## src/rtl/ahb_lite_master_pkg.sv

```systemverilog
// Shared AHB-Lite encodings, master state enumeration and the command alignment rule.
package ahb_lite_master_pkg;

  localparam int unsigned DATA_W = 32;
  localparam int unsigned CNT_W  = 16;

  localparam logic [1:0] HTRANS_IDLE   = 2'b00;
  localparam logic [1:0] HTRANS_NONSEQ = 2'b10;
  localparam logic [2:0] HBURST_SINGLE = 3'b000;
  localparam logic [3:0] HPROT_DEFAULT = 4'b0011;

  typedef enum logic [1:0] {
    ST_IDLE,
    ST_ADDR,
    ST_DATA,
    ST_RESP
  } state_t;

  // Unsupported sizes (above word) are treated as misaligned.
  function automatic logic is_misaligned(input logic [2:0] size, input logic [1:0] lsb);
    return ((size == 3'd1) && lsb[0]) ||
           ((size == 3'd2) && (lsb != 2'b00)) ||
           (size > 3'd2);
  endfunction

endpackage

```

## src/rtl/ahb_lite_master.sv

```systemverilog
// Single-outstanding AHB-Lite master: one command in, one SINGLE transfer on the bus,
// one response pulse out, with misalignment rejection and a data-phase stall timeout.
module ahb_lite_master
  import ahb_lite_master_pkg::*;
#(
  parameter int unsigned AWIDTH  = 10,
  parameter int unsigned TIMEOUT = 255
) (
  input  logic              HCLK,
  input  logic              HRESETN,
  input  logic              CMD_VALID,
  output logic              CMD_READY,
  input  logic              CMD_WRITE,
  input  logic [AWIDTH-1:0] CMD_ADDR,
  input  logic [31:0]       CMD_WDATA,
  input  logic [2:0]        CMD_SIZE,
  output logic              RSP_VALID,
  output logic [31:0]       RSP_RDATA,
  output logic              RSP_ERROR,
  output logic              RSP_TIMEOUT,
  output logic [AWIDTH-1:0] HADDR,
  output logic [1:0]        HTRANS,
  output logic              HWRITE,
  output logic [2:0]        HSIZE,
  output logic [2:0]        HBURST,
  output logic              HMASTLOCK,
  output logic [3:0]        HPROT,
  output logic [31:0]       HWDATA,
  input  logic [31:0]       HRDATA,
  input  logic              HREADY,
  input  logic              HRESP
);

  state_t              state_q, state_d;
  logic [CNT_W-1:0]    cnt_q, cnt_d, cnt_inc;
  logic [DATA_W-1:0]   wdata_q, wdata_d;
  logic                cmd_ready_d;
  logic [1:0]          htrans_d;
  logic [AWIDTH-1:0]   haddr_d;
  logic                hwrite_d;
  logic [2:0]          hsize_d;
  logic [DATA_W-1:0]   hwdata_d;
  logic                rsp_valid_d;
  logic [DATA_W-1:0]   rsp_rdata_d;
  logic                rsp_error_d;
  logic                rsp_timeout_d;

  assign HBURST    = HBURST_SINGLE;
  assign HMASTLOCK = 1'b0;
  assign HPROT     = HPROT_DEFAULT;

  // Next state plus next values of every registered output.
  always_comb begin
    state_d       = state_q;
    cnt_d         = cnt_q;
    wdata_d       = wdata_q;
    haddr_d       = HADDR;
    hwrite_d      = HWRITE;
    hsize_d       = HSIZE;
    rsp_rdata_d   = RSP_RDATA;
    rsp_error_d   = RSP_ERROR;
    rsp_timeout_d = RSP_TIMEOUT;
    cnt_inc       = cnt_q + CNT_W'(1);

    case (state_q)
      ST_IDLE: begin
        if (CMD_VALID && CMD_READY) begin
          haddr_d  = CMD_ADDR;
          hwrite_d = CMD_WRITE;
          hsize_d  = CMD_SIZE;
          wdata_d  = CMD_WDATA;
          if (is_misaligned(CMD_SIZE, CMD_ADDR[1:0])) begin
            state_d       = ST_RESP;
            rsp_rdata_d   = '0;
            rsp_error_d   = 1'b1;
            rsp_timeout_d = 1'b0;
          end else begin
            state_d = ST_ADDR;
          end
        end
      end
      ST_ADDR: begin
        if (HREADY) begin
          state_d = ST_DATA;
          cnt_d   = '0;
        end
      end
      ST_DATA: begin
        if (HREADY) begin
          cnt_d         = '0;
          state_d       = ST_RESP;
          rsp_rdata_d   = (HRESP || HWRITE) ? '0 : HRDATA;
          rsp_error_d   = HRESP;
          rsp_timeout_d = 1'b0;
        end else begin
          cnt_d = cnt_inc;
          // Stall budget exhausted: give up on the slave.
          if (cnt_inc == CNT_W'(TIMEOUT)) begin
            state_d       = ST_RESP;
            rsp_rdata_d   = '0;
            rsp_error_d   = 1'b1;
            rsp_timeout_d = 1'b1;
          end
        end
      end
      ST_RESP: state_d = ST_IDLE;
      default: state_d = ST_IDLE;
    endcase

    cmd_ready_d = (state_d == ST_IDLE);
    htrans_d    = (state_d == ST_ADDR) ? HTRANS_NONSEQ : HTRANS_IDLE;
    hwdata_d    = ((state_d == ST_DATA) && hwrite_d) ? wdata_d : '0;
    rsp_valid_d = (state_d == ST_RESP);
  end

  always_ff @(posedge HCLK or negedge HRESETN) begin
    if (!HRESETN) begin
      state_q     <= ST_IDLE;
      cnt_q       <= '0;
      wdata_q     <= '0;
      CMD_READY   <= 1'b0;
      HTRANS      <= HTRANS_IDLE;
      HADDR       <= '0;
      HWRITE      <= 1'b0;
      HSIZE       <= '0;
      HWDATA      <= '0;
      RSP_VALID   <= 1'b0;
      RSP_RDATA   <= '0;
      RSP_ERROR   <= 1'b0;
      RSP_TIMEOUT <= 1'b0;
    end else begin
      state_q     <= state_d;
      cnt_q       <= cnt_d;
      wdata_q     <= wdata_d;
      CMD_READY   <= cmd_ready_d;
      HTRANS      <= htrans_d;
      HADDR       <= haddr_d;
      HWRITE      <= hwrite_d;
      HSIZE       <= hsize_d;
      HWDATA      <= hwdata_d;
      RSP_VALID   <= rsp_valid_d;
      RSP_RDATA   <= rsp_rdata_d;
      RSP_ERROR   <= rsp_error_d;
      RSP_TIMEOUT <= rsp_timeout_d;
    end
  end

endmodule

```

## config.mk

```make
export PLATFORM = sky130hd
export DESIGN_NAME = ahb_lite_master
export DESIGN_NICKNAME = d
export VERILOG_FILES = /design/src/rtl/ahb_lite_master_pkg.sv /design/src/rtl/ahb_lite_master.sv
export SDC_FILE = /design/constraint.sdc
export NUM_CORES = 1
export LEC_CHECK = 0
export CORE_ASPECT_RATIO = 1.5
export CORE_MARGIN = 1
export CORE_UTILIZATION = 43
export DETAILED_ROUTE_END_ITERATION = 16
export PLACE_DENSITY = 0.77
export SYNTH_ARGS = -nofsm -noshare
export SYNTH_HDL_FRONTEND = slang
export SYNTH_SLANG_ARGS = --single-unit
```

## constraint.sdc

```tcl
create_clock -name HCLK -period 2.5 [get_ports HCLK]
set_input_delay 0.75 -clock HCLK [delete_from_list [all_inputs] [get_ports HCLK]]
set_output_delay 0.75 -clock HCLK [all_outputs]
set_load 0.05 [all_outputs]
```

Yosys cells after proc, flatten, opt, wreduce, memory -nomap -nowiden. Index checks and enable logic that the tools add are counted.

Word-level logic and storage cells: 73. Bits of input ports: 83. Memory bits (writable): 0. Memory bits (read-only): 0. Register bits: 134. Output and inout port bits: 92. Bits in latches: 0. Memories: 0.

$add $sub $neg: 1. Divide/modulo/power cells: 0. Eq/ne operators: 13. Reductions and logical operators: 15. Shifts and indexed selects: 0. Bitwise gates (word level): 0. Order comparisons: 1. Multipliers: 0. Multiplexer cells: 30.

Operators by type and width (count): two-way mux 32 bit (8); one-hot mux 32 bit (2 select lines) (1); two-way mux 16 bit (2); one-hot mux 16 bit (2 select lines) (1); adder 16 x 1 -> 16 bit (second input constant) (1); == test 16 x 8 -> 1 bit (second input constant) (1); two-way mux 2 bit (6); two-way mux 1 bit (9); == test 2 bit (second input constant) (4); one-hot mux 2 bit (4 select lines) (1); inequality test 2 bit (second input constant) (3); nonzero test 2 bit (3); == test 2 x 1 -> 1 bit (second input constant) (2); logical AND 1 bit (4); zero test 2 bit (2); one-hot mux 1 bit (2 select lines) (2); AND reduction 2 bit (2); AND reduction 4 bit (1); == test 3 x 1 -> 1 bit (second input constant) (1); == test 3 x 2 -> 1 bit (second input constant) (1); > comparator 3 x 2 -> 1 bit (second input constant) (1); logical OR 1 bit (3); inequality test 3 bit (second input constant) (1).

Depth between registers and ports, before layout. Gate-level depths: netlist (run 1).

Depth after elaboration: 10. Mapped depth: 8. Mapped depth without buffers: 6.

Worst setup path after synthesis (run 1). No wires, ideal clock.

Path type: reg2reg. Start point: register cnt_q[3]. End point: register HWDATA[13]. Data arrival time: 2.321 ns. Cell stages (with the launch flop): 9. Buffers on the path: 2. Slack: 0.032 ns. Library setup time: 0.146 ns. Path through: dfrtp_1 > buf_2 > nand4_2 > or3_1 > mux2i_1 > or4_1 > nor4b_4 > buf_6 > nor4b_2.

Word-level cells in the longest chain between the ends: 8.

RTL lines: start, declared (RTL line ahb_lite_master.sv:35) `logic [CNT_W-1:0] cnt_q, cnt_d, cnt_inc;`; start signal, assigned (RTL line ahb_lite_master.sv:133) `cnt_q <= cnt_d;`; adder 16 x 1 -> 16 bit (RTL line ahb_lite_master.sv:63) `cnt_inc = cnt_q + CNT_W'(1);`; == test 16 x 8 -> 1 bit (RTL line ahb_lite_master.sv:98) `if (cnt_inc == CNT_W'(TIMEOUT)) begin`; two-way mux 2 bit (RTL line ahb_lite_master.sv:98); two-way mux 2 bit (RTL line ahb_lite_master.sv:89) `if (HREADY) begin`; one-hot mux 2 bit (4 select lines) (RTL line ahb_lite_master.sv:65) `case (state_q)`; == test 2 bit (RTL line ahb_lite_master.sv:112) `hwdata_d = ((state_d == ST_DATA) && hwrite_d) ? wdata_d : '0;`; logical AND 1 bit (RTL line ahb_lite_master.sv:112); two-way mux 32 bit (RTL line ahb_lite_master.sv:112); via hwdata_d[13] (RTL line ahb_lite_master.sv:42) `logic [DATA_W-1:0] hwdata_d;`; end signal, assigned (RTL line ahb_lite_master.sv:140) `HWDATA <= hwdata_d;`; end, declared (RTL line ahb_lite_master.sv:28) `output logic [31:0] HWDATA,`.

The timed path passes the listed nets, and every way through them passes these cells. A chain may end at the register's enable or synchronous reset.

Worst setup path after layout (run 1).
Start point: register cnt_q[1]. End point: register HWDATA[23].

Same word-level chain as after synthesis.

==> results of run 1 <==
Yosys cell counts, drive strengths merged, types with 4 or more instances:
| master | number | area share |
|---|---|---|
| xor2 | 6 | 0.0090 |
| nor2 | 16 | 0.010 |
| nand3 | 6 | 0.0052 |
| clkbuf | 24 | 0.016 |
| a22oi | 33 | 0.042 |
| mux2 | 46 | 0.089 |
| nand2 | 50 | 0.032 |
| o21ai | 54 | 0.046 |
| dfrtp | 133 | 0.57 |
| xnor2 | 5 | 0.0075 |
| a21oi | 8 | 0.0069 |
| inv | 9 | 0.0058 |
| nand4 | 4 | 0.0079 |
| o31ai | 5 | 0.0064 |
| nor3 | 5 | 0.0060 |
| nor4b | 33 | 0.063 |
| buf | 22 | 0.026 |
report_power, final:
group | internal (uW) | switching, uW
Clock | 1600 | 918
Sequential | 2940 | 438
Combinational | 1840 | 3000
Total | 6370 | 4360
layer usage:
layer / share of wire / vias to the layer above / GRT usage
met5: 0 / - / 0
li1: - / 2134 / -
met4: 0.022 / 0 / 0.0896
met1: 0.39 / 2306 / 0.240
met3: 0.051 / 23 / 0.0522
met2: 0.54 / 161 / 0.405
state kept, by name (all words and copies together), names as in the netlist:
name         count
HWDATA          32
RSP_RDATA       32
wdata_q         32
cnt_q           16
HADDR           10
HSIZE            3
state_q          2
CMD_READY        1
HTRANS           1
HWRITE           1
RSP_ERROR        1
RSP_TIMEOUT      1
RSP_VALID        1
cells by family (layout without fill, tap and decap cells):
| logic type | count (synthesis) | after routing | synth area share |
|---|---|---|---|
| simple gates | 134 | 134 | 0.150 |
| flops | 133 | 133 | 0.571 |
| compound gates | 111 | 111 | 0.117 |
| buf+inv | 55 | 244 | 0.0479 |
| mux | 48 | 48 | 0.0923 |
| xor+xnor | 11 | 11 | 0.0165 |
| fa+ha+maj | 2 | 2 | 0.00429 |
| other cells | 2 | 9 | 0.00129 |
area by class of cell:
cell class,count,area (um2)
multi-input cells,315,2290
clock inverters,11,150
repair buffers,204,2090
well taps,159,199
flip-flops and latches,133,3330
clock buffers,20,447
inverters,9,33.8
fillers,948,4540
worst max path at each step:
stage,from,to,slack [ns],depth (start not counted)
CTS,cnt_q[2]$_DFFE_PN0P_,HWDATA[27]$_DFF_PN0_,0.003,9
floorplan,cnt_q[3]$_DFFE_PN0P_,HWDATA[13]$_DFF_PN0_,0.03,8
global route,cnt_q[8]$_DFFE_PN0P_,HWDATA[27]$_DFF_PN0_,-0.06,9
detailed placement,CMD_ADDR[0],RSP_RDATA[8]$_DFFE_PN0P_,-0.25,8
finish,cnt_q[1]$_DFFE_PN0P_,HWDATA[23]$_DFF_PN0_,0.05,8
global placement,CMD_ADDR[0],RSP_RDATA[11]$_DFFE_PN0P_,-0.19,8
metrics by stage:
step	cells	hold WS [ns]	worst slack, ns	TNS (ns)
after global placement	809	0.475	-0.192	-10.20
after detailed placement	809	0.481	-0.255	-14.09
after CTS	846	0.344	0.00301	0
final	851	0.336	0.0549	0
after global routing	851	0.369	-0.0602	-0.478
after floorplan	503	0.454	0.0321	0
worst max-delay path, stage by stage (launching register included):
cell and delay [ns]:
dfrtp_1 0.40, nand4_1 0.18, or3_4 0.38, mux2i_2 0.16, or4_4 0.45, nor4b_4 0.25
buf_4 0.22, clkbuf_16 0.17, nor4b_1 0.05
what timing repair did:
action                                  CTS  global route
endpoints found under the setup margin   32            33
buffers inserted                          4             4
pin swaps                                 2             0
endpoints found under the hold margin     0             0
gates cloned                              2             2
hold buffers                              0             0
gates resized for setup                   3             5
==> results by group, run 1 <==
STA
  – Crit path time final: 2.45 ns
  – Final Cycle Share: 0.978
  – Final Setup Violations: 0
  – Fmax: between 0.4 and 0.5 GHz
  – Final Hold Viols: 0
  – RSZ-0062 raised after global routing: yes
  – Max_slew headroom: 0.321
  – Clk_skew: roughly 0.009 ns
  – Worst Tran Pin Value: ~1 ns
  – Max-slew violations: 0

GRT
  – First-pass GRT wire length: 24.1 mm
  – Gr ovfl total: 0
  – Largest net degree at the start of global routing: 45
  – Total track usage: 0.219
  – Initial antenna violation count: 0
  – Vias in the first global route: 4,869

Floorplanning
  – Die Y: roughly 140 um
  – Die W: 97.1 um
  – Die Area: around 14,000 um2
  – Core Area: 13,100 um2
  – Cell Rows: ~50
  – # IOs: approximately 180
  – Initial Util: 0.446

Routing
  – Post-Route WL: roughly 15 mm
  – DRC: 0
  – ANT nets after route: 0
  – Number of DRC markers in iteration 0: 235
  – Routed wire per std cell: approximately 18 um
  – Vias: about 4.6k
  – Drt first pass iters: 6
  – Detail-routed via count per cell: ~5.4

Logic synthesis
  – Post-synth EDFFs: 0
  – Top_reg_cell synth: dfrtp_1
  – Async SR Flop Fraction: 1.00
  – Synthesized cell area: just under 6000 um2
  – Netlist cell types: 50
  – Syn_area_per_cell: approximately 12 um2
  – Register area share after synthesis: 0.571
  – Yosys warning total: 0
  – FF+latch count, synth: roughly 130
  – Syn Inst Count: about 500

Critical path
  – Worst Path Required: between 2 and 3 ns
  – Reg-to-reg slack, setup: 0.05 ns
  – CP Launch Type: flip-flop
  – Data arrival time of the critical path: between 2 and 3 ns
  – Critical path class: flip-flop to flip-flop
  – Worst setup EP type: flip-flop
  – Crit-path max FO: 8
  – Reg-to-reg endpoint: HWDATA[23]$_DFF_PN0_
  – Reg-to-reg startpoint: cnt_q[1]$_DFFE_PN0P_
  – R2r worst-path depth: 8

Finish
  – Commonest cells after routing, fill and taps aside: 164 x clkdlybuf4s50_1, 132 x dfrtp_1, 54 x o21ai_0, 50 x nand2_1, 46 x mux2_2
  – Antenna Cells: 0
  – Final Util: 0.653
  – Share of cells above drive strength 1: 0.210
  – Most common cell after layout, fill and taps aside: clkdlybuf4s50_1
  – Fin area: roughly 8500 um2
  – Area Overhead vs Synth: 46.4%
  – Final nets: roughly 770

CTS
  – Inserted Clock Buffers: 17
  – Htree depth: 4
  – Clock sink count: approximately 130
  – Clk slew on worst S/H paths: around 0.060 ns
  – CTS tree: built
  – Root buf cell: clkbuf_16
  – Clock buffer depth: 2
  – Clk Latency, worst-skew pair: around 0.4 ns

Run status
  – Outcome: complete, no violations

Place
  – Routability congestion estimate: between 0.8 and 0.9
  – Placed Area: 7770 um2
  – # port buffers: ~170
  – Dpl hpwl: ~10 mm

Job
  – Max-cap viol count: 0

Power
  – Power per cell area: around 1300 nW/um2
  – Max rail drop VDD: 0.000727 V
  – Pwr Total: 10,700 uW
  – Leak: ~0.0035 uW

Worst hold path
  – HP Class: input pin to asynchronous set/reset pin
(Power assumes the default switching activity.)
==> run 2, diff against run 1 <==
==> constraint.sdc (replaced) <==
create_clock -name HCLK -period 2.5 [get_ports HCLK]
set_input_delay 0.375 -clock HCLK [delete_from_list [all_inputs] [get_ports HCLK]]
set_output_delay 0.375 -clock HCLK [all_outputs]
set_load 0.05 [all_outputs]
==> run 2 against run 1 <==
Cell count rose by 0.12%. Clock-buffer cell count shrank 3. Final area is 0.28% lower. Register-to-register slack gained 0.04 ns. Total power is 2.3% lower. Critical path depth stayed put. Clock skew is 0.0018 ns lower. Combinational power fell by 1%. Critical path type unchanged. Highest routed layer unchanged.
==> results by group, run 2 (synthesized netlist as in run 1, its figures left out) <==
GRT
  – Initial antenna violation count: 0
  – Gr ovfl total: 0
  – Vias in the first global route: 4,900
  – Largest net degree at the start of global routing: 58
  – First-pass GRT wire length: 24.1 mm
  – Total track usage: 0.218

Floorplanning
  – Die Y: approximately 140 um
  – # IOs: approximately 180
  – Core Area: between 10,000 and 15,000 um2
  – Die Area: ~14,000 um2
  – Cell Rows: between 50 and 60
  – Initial Util: 0.446
  – Die W: 97.1 um

Routing
  – Drt first pass iters: 4
  – DRC: 0
  – Routed wire per std cell: 17.3 um
  – Post-Route WL: 14.7 mm
  – Detail-routed via count per cell: ~5.4
  – Number of DRC markers in iteration 0: 297
  – Vias: around 4.6k
  – ANT nets after route: 0

Power
  – Internal power: around 6100 uW
  – Max rail drop VDD: approximately 0.0006 V
  – Seq pwr share: 0.322
  – Leak: 0.00351 uW
  – Switching share of total power: 0.422
  – Psw: 4420 uW
  – Combinational cell fraction of total power: 0.457
  – Power per cell area: 1230 nW/um2
  – Clock power frac: 0.221

Job
  – Max-cap viol count: 0

STA
  – Final worst slack: 0.0954 ns
  – Max-slew violations: 0
  – Final Cycle Share: 0.962
  – Crit path time final: approximately 2.4 ns
  – Clk_skew: about 0.0072 ns
  – Final Setup Violations: 0
  – RSZ-0062 raised after global routing: yes
  – Hold WS: 0.446 ns
  – Worst Tran Pin Value: 0.919 ns
  – Final Hold Viols: 0
  – Fmax: between 0.4 and 0.5 GHz
  – Max_slew headroom: 0.386

CTS
  – Htree depth: 4
  – Clock sink count: 133
  – Clk slew on worst S/H paths: about 0.06 ns
  – CTS tree: built
  – Clk Latency, worst-skew pair: a little over 0.4 ns
  – Root buf cell: clkbuf_16
  – Inserted Clock Buffers: 17
  – Clock buffer depth: 2

Critical path
  – Reg-to-reg startpoint: cnt_q[5]$_DFFE_PN0P_
  – Reg-to-reg endpoint: HWDATA[28]$_DFF_PN0_
  – Critical path class: flip-flop to flip-flop
  – CP Launch Type: flip-flop
  – Reg-to-reg slack, setup: roughly 0.095 ns
  – Worst Path Required: between 2 and 3 ns
  – CP startpoint: cnt_q[5]$_DFFE_PN0P_
  – Worst setup endpoint: HWDATA[28]$_DFF_PN0_
  – R2r worst-path depth: 8
  – Data arrival time of the critical path: 2.65 ns
  – Crit-path max FO: 9
  – Worst setup EP type: flip-flop

Finish
  – Most common cell after layout, fill and taps aside: clkdlybuf4s50_1
  – Top flop regs: HWDATA (32), RSP_RDATA (32), wdata_q (32)
  – Commonest cells after routing, fill and taps aside: 164 x clkdlybuf4s50_1, 132 x dfrtp_1, 54 x o21ai_0, 50 x nand2_1, 46 x mux2_2
  – Area Overhead vs Synth: 46.0%
  – Fill cells: 951
  – Share of cells above drive strength 1: 0.215
  – Final nets: between 700 and 800
  – Antenna Cells: 0

Place
  – Dpl ws: ~0.020 ns
  – # port buffers: between 150 and 200
  – Routability congestion estimate: just under 0.8
  – Dpl hpwl: ~10 mm

Worst hold path
  – HP Class: input pin to asynchronous set/reset pin

Run status
  – Outcome: complete, no violations
run 2: worst min path at each step:
stage / start / end / slack, ns / depth (start not counted)
floorplan: HRESETN / CMD_READY$_DFF_PN0_ / 0.08 / 0
global placement: HRESETN / HWDATA[13]$_DFF_PN0_ / 0.34 / 1
detailed placement: HRESETN / HWDATA[16]$_DFF_PN0_ / 0.35 / 1
CTS: HRESETN / wdata_q[13]$_DFF_PN0_ / 0.45 / 2
global route: HRESETN / wdata_q[13]$_DFF_PN0_ / 0.48 / 2
finish: HRESETN / wdata_q[13]$_DFF_PN0_ / 0.45 / 2
run 2: worst max-delay path, stage by stage, from the launching register on:
cell and delay [ns]:
dfrtp_1 0.41, nand4_2 0.14, or3_4 0.40, mux2i_1 0.14
or4_4 0.46, nor4b_4 0.29, buf_4 0.20, buf_12 0.14
nor4b_1 0.06
run 2: cell type report:
cell class | count | area, um2 | share of cell area
Tap cell | 159 | 199 | 0.0234
Timing Repair Buffer | 204 | 2070 | 0.243
Clock buffer | 17 | 425 | 0.0500
Multi-Input combinational cell | 315 | 2320 | 0.272
Sequential cell | 133 | 3330 | 0.391
Inverter | 9 | 33.8 | 0.00397
Clock inverter | 15 | 138 | 0.0162
run 2: per-layer routing:
metal	vias to the layer above	share of wire	GRT usage
li1	2129	-	-
met1	2327	0.38	0.248
met2	148	0.55	0.395
met3	26	0.051	0.0527
met4	0	0.023	0.0801
met5	-	0	0
run 2: stage by stage:
step | utilization | TNS [ns] | cell area [um2] | total power, uW | cells
6_report | 0.651 | 0 | 8510 | 10500 | 852
5_1_grt | 0.651 | -0.0901 | 8510 | 11000 | 852
3_3_place_gp | 0.591 | 0 | 7720 | 8040 | 804
3_5_place_dp | 0.591 | 0 | 7720 | 8190 | 804
4_1_cts | 0.647 | 0 | 8470 | 10600 | 848
2_1_floorplan | - | 0 | 5860 | 6520 | 503
run 2: power groups by stage:
stage	clock network, uW	logic, uW	registers [uW]
after detailed placement	0	4780	3410
after global routing	2460	5080	3470
final	2320	4790	3370
after floorplan	0	1540	4990
after CTS	2370	4820	3380
after global placement	0	4680	3350
run 2: repair_timing:
action	CTS	global route
resized for setup	6	8
hold endpoints to repair	31	0
hold buffers	1	0
gates cloned	3	0
pin swaps	3	3
buffers inserted	8	5
endpoints found under the setup margin	3	33
